--- src/rtl/ps2_pkg.sv ---
// ps2_pkg: shared constants and FSM state encoding for the PS/2 scan-code decoder.
package ps2_pkg;

  localparam logic [7:0] PS2_E0   = 8'hE0;
  localparam logic [7:0] PS2_F0   = 8'hF0;
  localparam logic [7:0] PS2_ERR0 = 8'h00;
  localparam logic [7:0] PS2_ERRF = 8'hFF;

  typedef enum logic [1:0] {
    IDLE = 2'd0,
    E0   = 2'd1,
    F0   = 2'd2,
    E0F0 = 2'd3
  } ps2_state_t;

  // 00 and FF are keyboard error/overrun codes and never valid scan codes
  function automatic logic is_err_byte(input logic [7:0] b);
    return (b == PS2_ERR0) || (b == PS2_ERRF);
  endfunction

endpackage

--- src/rtl/ps2_held_table.sv ---
// ps2_held_table: small table of currently held keys, each entry {ext,code}.
// Lookup is combinational; insert/remove take effect on the next clock edge.
module ps2_held_table #(
  parameter int HELD_N = 4,
  localparam int HC_W  = $clog2(HELD_N + 1)
) (
  input  logic            clk,
  input  logic            rst,
  input  logic [8:0]      key,
  input  logic            insert,
  input  logic            remove,
  output logic            hit,
  output logic            full,
  output logic [HC_W-1:0] count
);

  localparam int IDX_W = (HELD_N > 1) ? $clog2(HELD_N) : 1;

  logic [HELD_N-1:0] valid;
  logic [8:0]        keys [HELD_N];
  logic [IDX_W-1:0]  hit_idx;
  logic [IDX_W-1:0]  free_idx;

  // Lookup, lowest free slot and occupancy; scanning downwards lets the lowest index win
  always_comb begin
    hit      = 1'b0;
    hit_idx  = '0;
    free_idx = '0;
    count    = '0;
    for (int i = HELD_N - 1; i >= 0; i--) begin
      if (valid[i] && keys[i] == key) begin
        hit     = 1'b1;
        hit_idx = IDX_W'(i);
      end
      if (!valid[i]) begin
        free_idx = IDX_W'(i);
      end
      count = count + HC_W'(valid[i]);
    end
  end

  assign full = &valid;

  // Single-cycle table update; a new key is stored only if it is absent and a slot is free
  always_ff @(posedge clk) begin
    if (rst) begin
      valid <= '0;
    end else begin
      if (insert && !hit && !full) begin
        valid[free_idx] <= 1'b1;
        keys[free_idx]  <= key;
      end
      if (remove && hit) begin
        valid[hit_idx] <= 1'b0;
      end
    end
  end

endmodule

--- src/rtl/ps2_key_decoder.sv ---
// ps2_key_decoder: pops bytes from the ps2_keyboard FIFO, parses set-2 make/break/E0
// sequences into one-cycle key events and tracks held keys and a wrapping press count.
// Optional macro PS2_REPEAT_FILTER_EN suppresses typematic repeats of already-held keys.
module ps2_key_decoder
  import ps2_pkg::*;
#(
  parameter int  CNT_W  = 8,
  parameter int  HELD_N = 4,
  localparam int HC_W   = $clog2(HELD_N + 1)
) (
  input  logic             clk,
  input  logic             rst,
  input  logic             ready,
  input  logic [7:0]       data,
  input  logic             overflow,
  output logic             nextdata_n,
  output logic             ev_valid,
  output logic [7:0]       ev_code,
  output logic             ev_ext,
  output logic             ev_break,
  output logic             ev_err,
  output logic [CNT_W-1:0] press_cnt,
  output logic [HC_W-1:0]  held_cnt,
  output logic             any_held,
  output logic [7:0]       last_code,
  output logic             ovf_seen
);

  ps2_state_t state;
  ps2_state_t nxt_state;
  logic       consume;
  logic       do_make;
  logic       do_break;
  logic       do_err;
  logic       key_ext;
  logic       emit_make;
  logic       table_hit;
  logic       table_full;

  assign consume    = ready & ~rst;
  assign nextdata_n = ~consume;

  // Classify the FIFO head byte against the current prefix state
  always_comb begin
    nxt_state = state;
    do_make   = 1'b0;
    do_break  = 1'b0;
    do_err    = 1'b0;
    key_ext   = 1'b0;
    if (is_err_byte(data)) begin
      do_err    = 1'b1;
      nxt_state = IDLE;
    end else begin
      case (state)
        IDLE: begin
          if (data == PS2_E0) begin
            nxt_state = E0;
          end else if (data == PS2_F0) begin
            nxt_state = F0;
          end else begin
            do_make = 1'b1;
          end
        end
        E0: begin
          if (data == PS2_F0) begin
            nxt_state = E0F0;
          end else if (data == PS2_E0) begin
            nxt_state = E0;
          end else begin
            do_make   = 1'b1;
            key_ext   = 1'b1;
            nxt_state = IDLE;
          end
        end
        F0, E0F0: begin
          if (data == PS2_F0) begin
            do_err    = 1'b1;
            nxt_state = F0;
          end else if (data == PS2_E0) begin
            do_err    = 1'b1;
            nxt_state = E0;
          end else begin
            do_break  = 1'b1;
            key_ext   = (state == E0F0);
            nxt_state = IDLE;
          end
        end
        default: nxt_state = IDLE;
      endcase
    end
  end

`ifdef PS2_REPEAT_FILTER_EN
  assign emit_make = do_make & ~table_hit;
`else
  assign emit_make = do_make;
`endif

  ps2_held_table #(
    .HELD_N(HELD_N)
  ) u_held_table (
    .clk    (clk),
    .rst    (rst),
    .key    ({key_ext, data}),
    .insert (consume & do_make & ~table_hit & ~table_full),
    .remove (consume & do_break),
    .hit    (table_hit),
    .full   (table_full),
    .count  (held_cnt)
  );

  assign any_held = (held_cnt != '0);

  // Prefix FSM with registered event strobes, event fields, counters and overflow flag
  always_ff @(posedge clk) begin
    if (rst) begin
      state     <= IDLE;
      ev_valid  <= 1'b0;
      ev_err    <= 1'b0;
      ev_code   <= '0;
      ev_ext    <= 1'b0;
      ev_break  <= 1'b0;
      press_cnt <= '0;
      last_code <= '0;
      ovf_seen  <= 1'b0;
    end else begin
      ev_valid <= 1'b0;
      ev_err   <= 1'b0;
      if (overflow) begin
        ovf_seen <= 1'b1;
      end
      if (consume) begin
        state <= nxt_state;
        if (do_err) begin
          ev_err <= 1'b1;
        end
        if (emit_make || do_break) begin
          ev_valid <= 1'b1;
          ev_code  <= data;
          ev_ext   <= key_ext;
          ev_break <= do_break;
        end
        if (emit_make) begin
          press_cnt <= press_cnt + CNT_W'(1);
          last_code <= data;
        end
      end
    end
  end

endmodule

--- config.mk ---
export PLATFORM = sky130hd
export DESIGN_NAME = ps2_key_decoder
export DESIGN_NICKNAME = d
export VERILOG_FILES = /design/src/rtl/ps2_pkg.sv /design/src/rtl/ps2_held_table.sv /design/src/rtl/ps2_key_decoder.sv
export SDC_FILE = /design/constraint.sdc
export NUM_CORES = 1
export LEC_CHECK = 0
export CAP_MARGIN = 20
export CORE_MARGIN = 3
export CORE_UTILIZATION = 50
export DETAILED_ROUTE_END_ITERATION = 8
export PLACE_DENSITY = 0.84
export SYNTH_ARGS = -nofsm -noshare
export SYNTH_HDL_FRONTEND = slang
export SYNTH_SLANG_ARGS = --single-unit
--- constraint.sdc ---
create_clock -name clk -period 4.1 [get_ports clk]
set_input_delay 0.82 -clock clk [delete_from_list [all_inputs] [get_ports clk]]
set_output_delay 0.82 -clock clk [all_outputs]
set_load 0.05 [all_outputs]
==> flow_summary.toml <==
[final_layout]
fill_cells = 466
ff_latch_area_sq_um = 1780
multi_input_area_sq_um = 1280
area_delta_synth_final_pct = 23.5
finish.utilization_pct = 65.3
antenna_cells = 0
drive_above_1_share_pct = 12.7
instances_no_fill = 429
nets = 366

[critical_path]
reg2reg_depth = 7
worst_setup_path_start_kind = "input port"
crit_type = "in2reg"
ff2ff_setup_slack_ns = 1.40
rr_startpoint = "u_held_table.keys[2][4]$_DFFE_PP_"
end_kind = "flip-flop"
reg2reg_to = "u_held_table.keys[1][5]$_DFFE_PP_"
arrival_ns = 3.73
critPathRequiredTime_ns = 4.06
path_max_fanout = 9

[global_route]
grt_max_degree = 34
grt_pass1_vias = 2368
grt_usage_pct = 20.5
antenna_found_initial = 0
grt_first_pass_wirelength_mm = 11.6
grt_overflow = 0

[flow_run]
maxCapViolations = 0

[yosys]
synth.avg_cell_area_sq_um = 10.8
synth_edf_count = 36
synth.area.top_cells = "edfxtp_1 (34%), dfxtp_1 (22%), xnor2_1 (8.7%)"
synthCells = 297
synth_warnings = 0
synth-seq-area-share_pct = 55.6
ys_types = 47
synth_top_area_share_pct = 33.7
ys_top_cells_by_count = "nand2_1 (39), edfxtp_1 (36), dfxtp_1 (35)"
syn-cell-area_sq_um = 3210
ys_seq_elements = 71
syn_nets = 314
synthFlopType = "edfxtp_1"
synth_largest_area_cell = "edfxtp_1"
synthArstFlopShare_pct = 0
yosysMostFrequentCell = "nand2_1"

[sta]
setup_violations = 0
clock_skew_ns = 0.0137
holdWs_ns = 0.459
worstMarginPinSlew_ns = 1.04
fin_crit_ns = 3.76
final_hold_viol_count = 0
timing.final.crit_share_pct = 91.8
rsz0062_at_grt = "no"
setup_tns_ns = 0
slew_violations = 0
slew_headroom_pct = 30.7
fmax_mhz = 266

[power_and_ir_drop]
p_leak_nw = 1.37
p_per_area_nw_per_um2 = 386
p_total_mw = 1.53
seqPwrFrac_pct = 50.5
peakVddDrop_uv = 341
p_int_mw = 1.14
power_frac_comb_pct = 11.6
power_frac_clock_pct = 37.9
p_switching_mw = 0.386
swShare_pct = 25.2

[die]
die_h_microns = 86.1
dieArea_sq_um = 7410
io_pins = 46
num_rows = 28
start_util_pct = 52.9
die_width_microns = 86.1
core_area_sq_um = 6060

[clocking]
htreeDepth = 3
cts_buffers = 9
cts_num_sinks = 71
cts_buffer_depth = 2
clk_latency_ns = 0.34
cts-root-buf = "clkbuf_8"
cts_tree = "yes"
clkTransAtPathRegs_ns = 0.08
cts_resized = 0
hold_buffers = 0
post_cts_buffers = 0

[placed_design]
hpwl_mm = 5.05
finalWeightedCongestion = 0.918
dp_cells = 413
io_buffers = 45

[drt]
ant_nets = 0
firstDrtPassIters = 4
dr_total_vias = 2427
drc = 0
viasPerCell = 5.66
routed_wl_mm = 7.08
wl_per_cell_microns = 16.5
drt_iter0_drc = 193

[worst_hold_path]
whs_path_depth = 2
worstHoldStart = "ev_code[0]$_SDFFE_PP0P_"
hold_class = "reg2reg"
min_to = "ev_code[0]$_SDFFE_PP0P_"

[outcome]
outcome = "completed"
==> power by group through the flow <==
stage | sequential [mW] | combinational (mW) | clock, mW
after floorplan | 0.821 | 0.0833 | 0
after global placement | 0.787 | 0.175 | 0
after detailed placement | 0.788 | 0.178 | 0
after CTS | 0.772 | 0.179 | 0.590
after global routing | 0.774 | 0.190 | 0.615
final | 0.772 | 0.178 | 0.580
==> logic make-up (layout without fill, tap and decap cells) <==
family	count (synthesis)	count (layout)	share of synthesized area, %
flip-flops	71	71	55.6
adder cells (fa/ha/maj)	5	5	2.19
buffers and inverters	28	85	4.41
AND/OR/NAND/NOR	106	106	16.9
XOR/XNOR	39	39	10.7
AO/OA/AOI/OAI	48	48	10.3
==> critical path, cell delays in order <==
cell and delay, ns:
clkdlybuf4s50_1 0.58, nor4_4 0.44, a21boi_2 0.16, o21ai_2 0.24, inv_2 0.13, a221oi_2 0.26
o211ai_2 0.16, or2_4 0.28, a21oi_1 0.65
==> state kept, by name, summed over array words and instances, names as in the netlist <==
signal              flops
ev_code                 8
ev_valid                1
u_held_table.keys      36
ovf_seen                1
ev_ext                  1
press_cnt               8
u_held_table.valid      4
state                   2
ev_break                1
ev_err                  1
last_code               8
==> cell type report <==
class | count | area share [%]
Tap cell | 75 | 2.37
Clock inverter | 3 | 0.506
Clock buffer | 13 | 4.93
Timing Repair Buffer | 58 | 13.8
Inverter | 11 | 1.04
Multi-Input combinational cell | 198 | 32.4
Sequential cell | 71 | 45.0
==> metrics by stage <==
step | cell area, sq um | setup WS, ns
detailed placement | 3740 | -0.0185
global placement | 3740 | 0.140
CTS | 3960 | 0.339
floorplan | 3210 | 0.899
global route | 3960 | 0.00762
finish | 3960 | 0.336
==> worst max path at each step <==
| stage | startpoint | end | cells past startpoint |
|---|---|---|---|
| 2_1_floorplan | data[7] | u_held_table.keys[1][0]$_DFFE_PP_ | 9 |
| 3_3_place_gp | data[3] | u_held_table.keys[1][0]$_DFFE_PP_ | 9 |
| 3_5_place_dp | data[3] | u_held_table.keys[1][5]$_DFFE_PP_ | 9 |
| 4_1_cts | data[3] | u_held_table.keys[1][5]$_DFFE_PP_ | 9 |
| 5_1_grt | data[3] | u_held_table.keys[1][5]$_DFFE_PP_ | 9 |
| 6_report | data[3] | u_held_table.keys[1][5]$_DFFE_PP_ | 9 |
==> cells in the final DEF, fill, tap and decap left out, drive strengths merged, types with 7 or more instances in the layout <==
master,instances
nand4,8
clkbuf,13
inv,12
xnor2,32
xor2,7
clkdlybuf4s50,44
nor2,21
nand3,12
dfxtp,35
edfxtp,36
a21oi,26
nand2,39
buf,14
==> per-layer routing <==
| layer | global-route usage, % | vias up | routed length, microns |
|---|---|---|---|
| met5 | 0 | - | 0 |
| met4 | 10.6 | 0 | 212 |
| met3 | 4.80 | 19 | 477 |
| met2 | 32.8 | 83 | 3430 |
| met1 | 25.9 | 1174 | 2970 |
| li1 | - | 1151 | - |
Note: power is estimated with default switching activity, not from simulation.
